### config.mk
export PLATFORM = sky130hd
export DESIGN_NAME = tap_tms_sequencer
export DESIGN_NICKNAME = d
export VERILOG_FILES = /design/src/rtl/tap_pkg.sv /design/src/rtl/tap_step_div.sv /design/src/rtl/tap_tms_sequencer.sv
export SDC_FILE = /design/constraint.sdc
export NUM_CORES = 1
export LEC_CHECK = 0
export BUFFER_PORTS_ARGS = -buffer_cell sky130_fd_sc_hd__buf_2
export CAP_MARGIN = 10
export CORE_AREA = 2 2 87 89
export DETAILED_ROUTE_END_ITERATION = 16
export DIE_AREA = 0 0 89 91
export PLACE_DENSITY = 0.68
export SLEW_MARGIN = 5
export SYNTH_ARGS = -nofsm -noshare
export SYNTH_HDL_FRONTEND = slang
export SYNTH_HIERARCHICAL = 1
export SYNTH_SLANG_ARGS = --single-unit
### constraint.sdc
create_clock -name GCLK_Pad -period 7.7 [get_ports GCLK_Pad]
set_input_delay 1.925 -clock GCLK_Pad [delete_from_list [all_inputs] [get_ports GCLK_Pad]]
set_output_delay 1.925 -clock GCLK_Pad [all_outputs]
set_load 0.005 [all_outputs]
### src/rtl/tap_pkg.sv
// TAP state encodings and routing helpers shared by the TMS sequencer
// and the TAP_route benches.
package tap_pkg;

    typedef enum logic [3:0] {
        TAP_EX2DR   = 4'h0,
        TAP_EX1DR   = 4'h1,
        TAP_SHDR    = 4'h2,
        TAP_PAUSEDR = 4'h3,
        TAP_SELIR   = 4'h4,
        TAP_UPDDR   = 4'h5,
        TAP_CAPDR   = 4'h6,
        TAP_SELDR   = 4'h7,
        TAP_EX2IR   = 4'h8,
        TAP_EX1IR   = 4'h9,
        TAP_SHIR    = 4'hA,
        TAP_PAUSEIR = 4'hB,
        TAP_RTI     = 4'hC,
        TAP_UPDIR   = 4'hD,
        TAP_CAPIR   = 4'hE,
        TAP_TLR     = 4'hF
    } tap_state_e;

    typedef enum logic [2:0] {
        SEQ_IDLE,
        SEQ_SYNC,
        SEQ_WALK,
        SEQ_HOLD,
        SEQ_DONE
    } seq_state_e;

    localparam logic [2:0] SYNC_STEPS = 3'd5;

    function automatic logic [3:0] tap_next(input logic [3:0] s,
                                            input logic tms);
        logic [3:0] n;
        case (s)
            TAP_TLR:     n = tms ? TAP_TLR   : TAP_RTI;
            TAP_RTI:     n = tms ? TAP_SELDR : TAP_RTI;
            TAP_SELDR:   n = tms ? TAP_SELIR : TAP_CAPDR;
            TAP_CAPDR:   n = tms ? TAP_EX1DR : TAP_SHDR;
            TAP_SHDR:    n = tms ? TAP_EX1DR : TAP_SHDR;
            TAP_EX1DR:   n = tms ? TAP_UPDDR : TAP_PAUSEDR;
            TAP_PAUSEDR: n = tms ? TAP_EX2DR : TAP_PAUSEDR;
            TAP_EX2DR:   n = tms ? TAP_UPDDR : TAP_SHDR;
            TAP_UPDDR:   n = tms ? TAP_SELDR : TAP_RTI;
            TAP_SELIR:   n = tms ? TAP_TLR   : TAP_CAPIR;
            TAP_CAPIR:   n = tms ? TAP_EX1IR : TAP_SHIR;
            TAP_SHIR:    n = tms ? TAP_EX1IR : TAP_SHIR;
            TAP_EX1IR:   n = tms ? TAP_UPDIR : TAP_PAUSEIR;
            TAP_PAUSEIR: n = tms ? TAP_EX2IR : TAP_PAUSEIR;
            TAP_EX2IR:   n = tms ? TAP_UPDIR : TAP_SHIR;
            TAP_UPDIR:   n = tms ? TAP_SELDR : TAP_RTI;
            default:     n = TAP_TLR;
        endcase
        return n;
    endfunction

    // Breadth-first step count; unrolls to a constant 16x16 table.
    function automatic logic [2:0] tap_dist(input logic [3:0] cur,
                                            input logic [3:0] tgt);
        logic [15:0] reach;
        logic [15:0] nxt;
        logic [2:0]  d;
        reach = 16'h0001 << cur;
        d = 3'd7;
        for (int k = 0; k < 7; k++) begin
            if (reach[tgt] && d == 3'd7) d = 3'(k);
            nxt = '0;
            for (int i = 0; i < 16; i++) begin
                if (reach[i]) begin
                    nxt[tap_next(4'(i), 1'b0)] = 1'b1;
                    nxt[tap_next(4'(i), 1'b1)] = 1'b1;
                end
            end
            reach = nxt;
        end
        return d;
    endfunction

    // Ties resolve to TMS=0.
    function automatic logic tap_route_tms(input logic [3:0] cur,
                                           input logic [3:0] tgt);
        return tap_dist(tap_next(cur, 1'b0), tgt) >
               tap_dist(tap_next(cur, 1'b1), tgt);
    endfunction

    function automatic logic tap_is_stable(input logic [3:0] s);
        return s inside {TAP_TLR, TAP_RTI, TAP_SHDR, TAP_PAUSEDR,
                         TAP_SHIR, TAP_PAUSEIR};
    endfunction

    function automatic logic tap_hold_tms(input logic [3:0] s);
        return s == TAP_TLR;
    endfunction

endpackage

### src/rtl/tap_step_div.sv
// TAP step divider: one tick every TCK_DIV enabled cycles, restarted by
// clr in the same cycle, plus the registered tck_en strobe.
module tap_step_div #(
    parameter int TCK_DIV = 4
) (
    input  logic clk,
    input  logic rst,
    input  logic clr,
    input  logic en,
    output logic tick,
    output logic tck_en
);
    localparam int CW = (TCK_DIV > 1) ? $clog2(TCK_DIV) : 1;
    localparam logic [CW-1:0] LAST = CW'(TCK_DIV - 1);

    logic [CW-1:0] cnt_q;
    logic [CW-1:0] cnt_eff;

    always_comb begin
        cnt_eff = clr ? '0 : cnt_q;
        tick    = en && (cnt_eff == LAST);
    end

    always_ff @(posedge clk) begin
        if (rst) begin
            cnt_q  <= '0;
            tck_en <= 1'b0;
        end else begin
            tck_en <= tick;
            if (tick)
                cnt_q <= '0;
            else if (en)
                cnt_q <= cnt_eff + CW'(1);
            else
                cnt_q <= cnt_eff;
        end
    end

endmodule

### src/rtl/tap_tms_sequencer.sv
// Command-driven TMS generator: mirrors the TAP state and walks it to a
// target along the shortest path, with optional sync and hold phases.
module tap_tms_sequencer
    import tap_pkg::*;
#(
    parameter int TCK_DIV = 4,
    parameter int CNT_W   = 8
) (
    input  logic             GCLK_Pad,
    input  logic             TRST_Pad,
    input  logic             cmd_valid,
    output logic             cmd_ready,
    input  logic [3:0]       cmd_target,
    input  logic [CNT_W-1:0] cmd_hold,
    input  logic             cmd_sync,
    output logic             tms_out,
    output logic             tck_en,
    output logic [3:0]       tap_state,
    output logic             busy,
    output logic             done,
    output logic             err
);
    seq_state_e state_q, state_n;
    seq_state_e p0, p1, p2, p3;

    logic [3:0]       mirror_q, mir_p;
    logic [3:0]       target_q, tgt_e;
    logic [CNT_W-1:0] hold_q, hold_e;
    logic [2:0]       sync_q, sync_e;
    logic             force_q, tms_q, err_q;
    logic             accept, need, tick, tck_en_w, step_tms;

    assign cmd_ready = (state_q == SEQ_IDLE) && !TRST_Pad;
    assign accept    = cmd_valid && cmd_ready;

    tap_step_div #(.TCK_DIV(TCK_DIV)) u_div (
        .clk   (GCLK_Pad),
        .rst   (TRST_Pad),
        .clr   (accept),
        .en    (need),
        .tick  (tick),
        .tck_en(tck_en_w)
    );

    // Decisions look at the mirror as it will be after a pending step,
    // so back-to-back steps work at TCK_DIV=1.
    always_comb begin
        mir_p = mirror_q;
        if (tck_en_w)
            mir_p = force_q ? TAP_TLR : tap_next(mirror_q, tms_q);
        p0     = state_q;
        tgt_e  = target_q;
        hold_e = hold_q;
        sync_e = sync_q;
        if (accept) begin
            p0     = cmd_sync ? SEQ_SYNC : SEQ_WALK;
            tgt_e  = cmd_target;
            hold_e = tap_is_stable(cmd_target) ? cmd_hold : '0;
            sync_e = SYNC_STEPS;
        end
        p1 = (p0 == SEQ_SYNC && sync_e == 3'd0) ? SEQ_WALK : p0;
        p2 = p1;
        if (p1 == SEQ_WALK && mir_p == tgt_e)
            p2 = (hold_e != '0) ? SEQ_HOLD : SEQ_DONE;
        p3 = (p2 == SEQ_HOLD && hold_e == '0) ? SEQ_DONE : p2;
        need = p3 inside {SEQ_SYNC, SEQ_WALK, SEQ_HOLD};
        step_tms = 1'b0;
        case (p3)
            SEQ_SYNC: step_tms = 1'b1;
            SEQ_WALK: step_tms = tap_route_tms(mir_p, tgt_e);
            SEQ_HOLD: step_tms = tap_hold_tms(tgt_e);
            default:  step_tms = 1'b0;
        endcase
        // A zero-length command still spends one cycle in WALK.
        if (state_q == SEQ_DONE)
            state_n = SEQ_IDLE;
        else if (accept && p3 == SEQ_DONE)
            state_n = SEQ_WALK;
        else
            state_n = p3;
    end

    always_ff @(posedge GCLK_Pad) begin
        if (TRST_Pad) begin
            state_q  <= SEQ_IDLE;
            mirror_q <= TAP_TLR;
            target_q <= TAP_TLR;
            hold_q   <= '0;
            sync_q   <= '0;
            force_q  <= 1'b0;
            tms_q    <= 1'b0;
            err_q    <= 1'b0;
        end else begin
            state_q  <= state_n;
            mirror_q <= mir_p;
            target_q <= tgt_e;
            hold_q   <= (tick && p3 == SEQ_HOLD) ? hold_e - CNT_W'(1)
                                                 : hold_e;
            sync_q   <= (tick && p3 == SEQ_SYNC) ? sync_e - 3'd1 : sync_e;
            force_q  <= tick && p3 == SEQ_SYNC && sync_e == 3'd1;
            if (tick)
                tms_q <= step_tms;
            err_q    <= accept && !tap_is_stable(cmd_target)
                        && cmd_hold != '0;
        end
    end

    assign tms_out   = tms_q;
    assign tck_en    = tck_en_w;
    assign tap_state = mirror_q;
    assign busy      = state_q != SEQ_IDLE;
    assign done      = state_q == SEQ_DONE;
    assign err       = err_q;

endmodule
==> impl_metrics.tcl <==
set metrics [dict create \
    cts_tree "yes" \
    skew_ns 0.00332 \
    antenna_found_initial 0 \
    rows 31 \
    setup_viol 0 \
    clockPowerShare 0.083 \
    pin_count 26 \
    max_stage_delay_ns 0.61 \
    power.density_mw_per_mm2 261 \
    die-area_mm2 0.00810 \
    relSlewSlack 0.315 \
    finalHoldViolCount 0 \
    layout_min_cycle_time_ns 5.82 \
    core_area_mm2 0.00714 \
    ys_ff_latch 28 \
    synth_edf_count 0 \
    syn_inst 488 \
    r2r_start "tms_out$_SDFFE_PP0P_" \
    drt_iter0_drc 798 \
    initial_core_util 0.486 \
    cp_slowest_cell "nand2_1" \
    seqPwrFrac 0.203 \
    nFillCells 713 \
    yosys.area.top_type "dfxtp_1" \
    io_buffers 25 \
    wl_per_cell_um 18.0 \
    nets 510 \
    drv_slew 0 \
    synthArstFlopShare 0 \
    cp-endpoint "tms_out$_SDFFE_PP0P_" \
    clock_path_buffers 2 \
    min_period_over_period 0.755 \
    yosysMostFrequentCell "nor2_1" \
    path_buf_inv 2 \
    worstPathArrival_ns 6.02 \
    syn-cell-area_mm2 0.00347 \
    area_growth_pct 4.11 \
    clkSinkCount 28 \
    tns_ns 0 \
    ctsResizeCount 0 \
    yosysUniqueCellTypes 84 \
    synth_warnings 6 \
    dpl.hpwl_mm 7.24 \
    final_util 0.506 \
    setup.worst_path.start "TRST_Pad" \
    grt_pass1_vias 3428 \
    grt_use_total 0.258 \
    status "completed" \
    met1_usage 0.368 \
    worstSetupPathType "in -> reg" \
    gr-usage-met2 0.390 \
    gp_congestion 0.946 \
    critical_path.cell_chain "buf_2, nor4_4, nand2_2, buf_4, nand2_1, nand2_1, nor3_1, a32o_1, a2111oi_2, a311o_1, and2b_1, or3b_1, ha_1, a311oi_1, o211ai_1, a21oi_1" \
    max_cap_violations 0 \
    place_area_mm2 0.00357 \
    rrSetupSlack_ns 3.19 \
    die_h_um 91 \
    synth-main-ff-cell "dfxtp_1" \
    p_sw_mw 0.482 \
    drcViolationCount 0 \
    viasPerCell 6.74 \
    antennaDiodeCount 0 \
    yosys-top-cells-count "nor2_1, nand2_1, a21oi_1" \
    die_x_um 89 \
    synth_area_leaders "dfxtp_1, a21oi_1, nor2_1" \
    cts_setup_buffers 0 \
    yosysTopAreaCellShare 0.162 \
    crit_family "simple AND/OR/NAND/NOR gates" \
    clock.fmax_ghz 0.172 \
    clkTransAtPathRegs_ns 0.09 \
    r2r-end "tms_out$_SDFFE_PP0P_" \
    regArea_um2 561 \
    combPwrFrac 0.714 \
    busiest_layer "met2" \
    layout-drive-gt1-share 0.139 \
    avgSynthCellArea_um2 7.11 \
    numCtsBuffers 3 \
    cp.depth 16 \
    rsz0062_at_grt "no" \
    grt-ovfl-total 0 \
    worstMarginPinSlew_ns 0.998 \
    multiInputGateArea_mm2 0.00269 \
    h-tree-depth 1 \
    min_path_type "reg -> reg" \
    worst_ir_drop_vdd_mv 0.219 \
    worstSkewPairLatency_ns 0.27 \
    crit_path_start_kind "input pin" \
    end_kind "register" \
    intPower_mw 0.460 \
    crit_top_cell "nand2_1" \
    cp.required_ns 7.91 \
    grt_max_degree 42 \
    switching_share 0.512 \
    syn_nets 513 \
    grt_pass1_wl_mm 17.2 \
    hold_path.startpoint "sync_q[2]$_SDFF_PP0_" \
    reg2reg_depth 13 \
    leakage_nw 1.36 \
    postCtsHoldBufs 0 \
    grtUsageMet3 0.0555 \
    first_pass_iters 6 \
    vias 3920 \
    antenna_left 0 \
    design_area_mm2 0.00361 \
    routed_wl_mm 10.5 \
    critPathMaxFanout 41 \
    ys_seq_area_frac 0.162 \
    cts_root_buffer "clkbuf_8" \
]
-- worst min-delay path by stage --
stage                      endpoint  depth (start not counted)
3_3_place_gp   hold_q[5]$_SDFF_PP0_                          3
6_report       sync_q[2]$_SDFF_PP0_                          3
5_1_grt        sync_q[2]$_SDFF_PP0_                          3
3_5_place_dp   hold_q[6]$_SDFF_PP0_                          3
2_1_floorplan  tms_out$_SDFFE_PP0P_                          2
4_1_cts        hold_q[6]$_SDFF_PP0_                          3
-- power by group through the flow --
| stage | Clock (mW) | Sequential, mW | Combinational [mW] |
|---|---|---|---|
| 2_1_floorplan | 0 | 0.182 | 0.520 |
| 3_3_place_gp | 0 | 0.194 | 0.643 |
| 3_5_place_dp | 0 | 0.194 | 0.648 |
| 4_1_cts | 0.0826 | 0.191 | 0.652 |
| 5_1_grt | 0.0878 | 0.195 | 0.744 |
| 6_report | 0.0784 | 0.191 | 0.673 |
-- final cells by class --
cell class / instances / share of cell area
Inverter: 6 / 0.00623
Tap cell: 99 / 0.0343
Sequential cell: 28 / 0.155
Timing Repair Buffer: 31 / 0.0471
Multi-Input combinational cell: 415 / 0.746
Clock buffer: 3 / 0.0114
-- cell usage in the layout, fill, tap and decap left out, types with 5 or more instances in the layout --
cell | synthesis | layout
a21oi_1 | 40 | 40
a211oi_1 | 9 | 9
mux2i_1 | 6 | 6
o22ai_1 | 5 | 5
inv_1 | 5 | 5
buf_2 | 15 | 25
nand2b_1 | 15 | 15
nand3_1 | 14 | 14
a32oi_1 | 5 | 5
o21ai_0 | 24 | 24
nand2_1 | 43 | 43
o211ai_1 | 10 | 10
or3_1 | 5 | 5
and3_1 | 10 | 10
ha_1 | 9 | 9
nor2b_1 | 7 | 7
dfxtp_1 | 28 | 28
a21o_1 | 5 | 5
nor2_1 | 52 | 52
nor3_1 | 15 | 15
o21ai_1 | 9 | 9
xnor2_1 | 11 | 11
buf_4 | 1 | 6
a31oi_1 | 15 | 15
nand3b_1 | 5 | 5
nand4_1 | 6 | 6
-- metrics by stage --
step	std cells	power [mW]	setup WS, ns	hold slack [ns]
floorplan	488	0.702	2.28	0.546
global placement	579	0.837	1.75	0.586
detailed placement	579	0.841	1.64	0.590
CTS	582	0.925	1.93	0.615
global route	582	1.03	1.53	0.662
finish	582	0.943	1.88	0.612
-- worst register-to-register path, stage by stage, from the launching register on --
cell       delay (ns)
dfxtp_1          0.56
o211ai_1         0.18
a2111oi_2        0.39
or2_1            0.65
nand2_2          0.33
a32o_1           0.31
a2111oi_2        0.41
a311o_1          0.23
and2b_1          0.17
or3b_1           0.37
ha_1             0.30
a311oi_1         0.29
o211ai_1         0.11
a21oi_1          0.13
-- cells by family after synthesis --
group / count (synthesis) / share of synthesized area
AND/OR/NAND/NOR: 202 / 0.301
AO/OA/AOI/OAI: 177 / 0.357
buffers and inverters: 45 / 0.0638
flip-flops: 28 / 0.162
multiplexers: 14 / 0.0516
XOR/XNOR: 13 / 0.0328
adder cells (fa/ha/maj): 9 / 0.0325
-- sequential cells by signal, indices dropped and copies added, names as in the netlist --
register	count
err	1
target_q	4
force_q	1
sync_q	3
u_div/tck_en	1
u_div/cnt_q	2
tms_out	1
state_q	3
hold_q	8
tap_state	4
-- per-layer routing --
layer | wire length [um] | vias to the layer above
met5 | 0 | -
met4 | 380 | 0
met3 | 1150 | 56
met2 | 4560 | 269
met1 | 4400 | 1766
li1 | - | 1829
Power figures use the tool's default switching activity.
